File: src/rtl/cmd_snd.sv
// Remote-side command initiator: sends opcode, data[15:8], data[7:0] over a byte UART, then waits for a response byte.
// Build option: define CMD_RETRY_EN to retransmit the frame on timeout (3 attempts total).
module cmd_snd #(
  parameter int unsigned TMO_CYCLES = 1000000,
  parameter bit          FAST_SIM   = 1'b1
) (
  input  logic        clk,
  input  logic        rst,
  input  logic        snd_cmd,
  input  logic [7:0]  cmd,
  input  logic [15:0] data,
  output logic [7:0]  tx_data,
  output logic        trmt,
  input  logic        tx_done,
  input  logic        rx_rdy,
  input  logic [7:0]  rx_data,
  output logic        clr_rx_rdy,
  output logic [7:0]  resp,
  output logic        resp_rdy,
  output logic        tmo,
  output logic        busy
);

  localparam int unsigned LIMIT = FAST_SIM ? 1024 : TMO_CYCLES;
  localparam logic [19:0] TERM  = 20'(LIMIT - 1);

  typedef enum logic [1:0] {IDLE, LOAD, WAIT_TX, WAIT_RESP} state_t;

  state_t      state;
  logic [23:0] shadow;
  logic [1:0]  bcnt;
  logic [19:0] timer;
`ifdef CMD_RETRY_EN
  logic [1:0]  attempt;
`endif

  function automatic logic [7:0] frame_byte(input logic [23:0] frm, input logic [1:0] idx);
    case (idx)
      2'd0:    return frm[23:16];
      2'd1:    return frm[15:8];
      default: return frm[7:0];
    endcase
  endfunction

  always_ff @(posedge clk) begin
    if (rst) begin
      state      <= IDLE;
      shadow     <= '0;
      bcnt       <= '0;
      timer      <= '0;
      tx_data    <= '0;
      trmt       <= 1'b0;
      clr_rx_rdy <= 1'b0;
      resp       <= '0;
      resp_rdy   <= 1'b0;
      tmo        <= 1'b0;
      busy       <= 1'b0;
`ifdef CMD_RETRY_EN
      attempt    <= '0;
`endif
    end else begin
      trmt <= 1'b0;
      // Any held byte is knocked down, but never on back-to-back cycles so rx_rdy has time to fall.
      clr_rx_rdy <= rx_rdy & ~clr_rx_rdy;
      case (state)
        IDLE: begin
          if (snd_cmd) begin
            shadow   <= {cmd, data};
            resp_rdy <= 1'b0;
            tmo      <= 1'b0;
            bcnt     <= '0;
            tx_data  <= cmd;
            trmt     <= 1'b1;
            busy     <= 1'b1;
            state    <= LOAD;
`ifdef CMD_RETRY_EN
            attempt  <= '0;
`endif
          end
        end
        LOAD: state <= WAIT_TX;
        WAIT_TX: begin
          if (tx_done) begin
            if (bcnt != 2'd2) begin
              bcnt    <= bcnt + 2'd1;
              tx_data <= frame_byte(shadow, bcnt + 2'd1);
              trmt    <= 1'b1;
              state   <= LOAD;
            end else begin
              timer <= '0;
              state <= WAIT_RESP;
            end
          end
        end
        WAIT_RESP: begin
          if (timer != '1) timer <= timer + 20'd1;
          // A byte arriving on the terminal-count cycle still counts as a response.
          if (rx_rdy && !clr_rx_rdy) begin
            resp     <= rx_data;
            resp_rdy <= 1'b1;
            busy     <= 1'b0;
            state    <= IDLE;
          end else if (timer == TERM) begin
`ifdef CMD_RETRY_EN
            if (attempt != 2'd2) begin
              attempt <= attempt + 2'd1;
              bcnt    <= '0;
              tx_data <= shadow[23:16];
              trmt    <= 1'b1;
              state   <= LOAD;
            end else begin
              tmo   <= 1'b1;
              busy  <= 1'b0;
              state <= IDLE;
            end
`else
            tmo   <= 1'b1;
            busy  <= 1'b0;
            state <= IDLE;
`endif
          end
        end
        default: state <= IDLE;
      endcase
    end
  end

endmodule
File: config.mk
export PLATFORM = sky130hd
export DESIGN_NAME = cmd_snd
export DESIGN_NICKNAME = d
export VERILOG_FILES = /design/src/rtl/cmd_snd.sv
export SDC_FILE = /design/constraint.sdc
export NUM_CORES = 1
export LEC_CHECK = 0
export ABC_AREA = 1
export BUFFER_PORTS_ARGS = -buffer_cell sky130_fd_sc_hd__clkbuf_2
export CAP_MARGIN = 20
export CORE_ASPECT_RATIO = 1.75
export CORE_MARGIN = 10
export CORE_UTILIZATION = 45
export CTS_CLUSTER_DIAMETER = 60
export DETAILED_ROUTE_END_ITERATION = 10
export HOLD_SLACK_MARGIN = 0.08
export PLACE_DENSITY = 0.77
export SYNTH_ARGS = -nofsm -noshare
export SYNTH_HDL_FRONTEND = slang
export SYNTH_SLANG_ARGS = --single-unit
File: constraint.sdc
create_clock -name clk -period 4.2 [get_ports clk]
set_clock_uncertainty 0.15 [all_clocks]
set_input_delay 0.42 -clock clk [delete_from_list [all_inputs] [get_ports clk]]
set_output_delay 0.42 -clock clk [all_outputs]
set_load 0.1 [all_outputs]
==> results.toml <==
[final_layout]
area_growth_pct = 20.2
final_area_mm2 = 0.00403
mostFrequentLayoutCells = "85 x nand2_1, 77 x nor2_1, 69 x dfxtp_1"
layoutNonFillerInstCount = 623
drive_gt1_share_pct = 19.4
layout.nets = 573
final_common_cell = "nand2_1"
diodes = 0
fill_cells = 669

[setup_path]
critPathCaptureType = "register"
ff2ff_path_depth = 8
required_ns = 4.33
reg2reg_from = "state[0]"
startpoint = "state[0]"
worstSetupPathType = "register to register"
timing.rr.end = "timer[19]"
cp-start-kind = "register"
ff2ff_setup_slack_ns = 1.93
path_max_fanout = 12
critPathArrivalTime_ns = 2.39

[cts]
clock_latency_ns = 0.34
cts_max_level = 3
root_buffer = "clkbuf_16"
cts.reportedPaths.clkPinSlew_ns = 0.06
cts_num_sinks = 69
cts_setup_buffers = 0
cts_tree = "yes"
cts_resized = 0
cts_hold_buf = 0
max-clock-path-buffers = 2
cts_buffers = 9

[grt]
grtUsageMet3_pct = 3.34
grt_max_degree = 44
gr-usage-all-layers_pct = 15.5
top_usage_layer = "met2"
overflow = 0
grt_first_pass_wirelength_mm = 14.7
grt_pass1_vias = 3325
use_met2_pct = 28.6
grtUsageMet1_pct = 15.0
antenna_found_initial = 0

[drt]
ant_nets = 0
initialDrtViolationCount = 203
via_per_inst = 5.27
dr_total_vias = 3281
wl_mm = 8.82
drc = 0
wl_per_cell_um = 14.2
drt-pass1-iter-count = 4

[pwr]
leakage_uw = 0.00177
power_per_cell_area_mw_per_mm2 = 484
clockPowerShare_pct = 44.6
pwr-share-comb_pct = 17.9
switching_share_pct = 29.8
ir_worst_vdd_mv = 0.380
switchingPower_uw = 581
internal-power_uw = 1370
p_seq_share_pct = 37.5

[sta]
report.final.slew_viol_count = 0
worst_slew_pin_slew_ns = 1.04
relSlewSlack_pct = 30.5
setup_violations = 0
hold_viol = 0
period_needed_ns = 2.27
period_share_pct = 54.0
grt_setup_unrepaired = "no"
timing.fmax_mhz = 441
fin_tns_setup_ns = 0

[floorplan]
die_area_mm2 = 0.0114
dieHeight_um = 134
core_region_area_mm2 = 0.00723
start_util_pct = 46.4
pin_count = 58
die_w_um = 85.3
rows = 41

[yosys]
synth.largest_area_cell = "dfxtp_1"
ys_top_cells_by_area = "dfxtp_1 41%, nand2_1 9.5%, nor2_1 8.6%"
synth-warning-count = 0
syn_avg_cell_area_um2 = 7.00
syn_inst = 479
synth_area_mm2 = 0.00335
synth_seq_cells = 69
seq_area_frac_synth_pct = 41.2
yosysUniqueCellTypes = 33
synth_top_area_share_pct = 41.2
synth_nets = 520

[placement]
placedCellCount = 606
routabilityCongestion = 0.918
postPlaceCellArea_mm2 = 0.00366
hpwlAfterDp_mm = 6.45
io_buffers = 57

[outcome]
outcome = "finished, final reports clean"

[job]
maxCapViolCount = 0

[hold_path]
hp-start = "rx_data[1]"
hold_depth = 3
whs_endpoint = "resp[1]"
hold_class = "primary input to register"
## routing by layer
metal  vias to the layer above  part of all wire (%)
met5                         -                     0
met4                         0                   4.0
met3                        30                   3.5
met2                        81                    55
met1                      1508                    37
li1                       1662                     -
## per-stage QoR
step / hold WS (ns) / setup slack, ns / power [uW] / util [%]
detailed placement: 0.297 / 1.81 / 1080 / 50.6
global placement: 0.289 / 1.87 / 1080 / 50.6
finish: 0.158 / 1.93 / 1950 / 55.7
CTS: 0.155 / 1.78 / 1950 / 55.4
floorplan: 0.275 / 2.25 / 1020 / -
global route: 0.193 / 1.81 / 2020 / 55.7
## critical path, stage by stage, from the launching register on
cell and delay [ns]:
dfxtp_1 0.43, inv_1 0.08, nand2_1 0.29, nor2_1 0.13, nor2_4 0.26, nand2_4 0.19
nor2_1 0.46, nand3_1 0.13, nand2_1 0.08
## state kept, by name (all words and copies together), names as in the netlist, 2 cells and up
name / count
resp: 8
bcnt: 2
tx_data: 8
shadow: 24
state: 2
timer: 20
## kinds of logic after synthesis
group	share of synthesized area [%]
buffers and inverters	8.17
AND/OR/NAND/NOR	29.9
flip-flops	41.2
AO/OA/AOI/OAI	18.4
adder cells (fa/ha/maj)	1.49
XOR/XNOR	0.784
## cell type report
type                    instances  area (um^2)  area share (%)
multi-input cells             343         1700            42.1
flip-flops and latches         69         1380            34.3
repair buffers                 58          313            7.76
clock buffers                  10          229            5.68
inverters                      51          191            4.75
clock inverters                 6          111            2.76
well taps                      86          108            2.67
## cell usage after synthesis, drive strengths merged
master	instances
xor2	3
buf	7
nor3	5
inv	50
ha	4
nand2	97
a21oi	42
nand4	6
a22o	3
a211oi	2
dfxtp	69
o21ai	57
nand3	32
a21boi	1
o22ai	4
or2	4
clkbuf	9
nor2	80
o21bai	2
clkinv	1
and2	1
## worst max path at each step
stage | cells after the start | slack, ns | endpoint
3_5_place_dp | 6 | 1.81 | bcnt[1]
3_3_place_gp | 6 | 1.87 | bcnt[0]
2_1_floorplan | 7 | 2.25 | busy
5_1_grt | 8 | 1.81 | timer[17]
4_1_cts | 6 | 1.78 | bcnt[1]
6_report | 8 | 1.93 | timer[19]
## power by group through the flow
| stage | Clock (uW) | Combinational [uW] | Sequential (uW) |
|---|---|---|---|
| after floorplan | 0 | 146 | 869 |
| after global placement | 0 | 334 | 744 |
| after detailed placement | 0 | 339 | 745 |
| after CTS | 878 | 342 | 732 |
| after global routing | 904 | 383 | 737 |
| final | 869 | 349 | 732 |
Power figures use the tool's default switching activity.
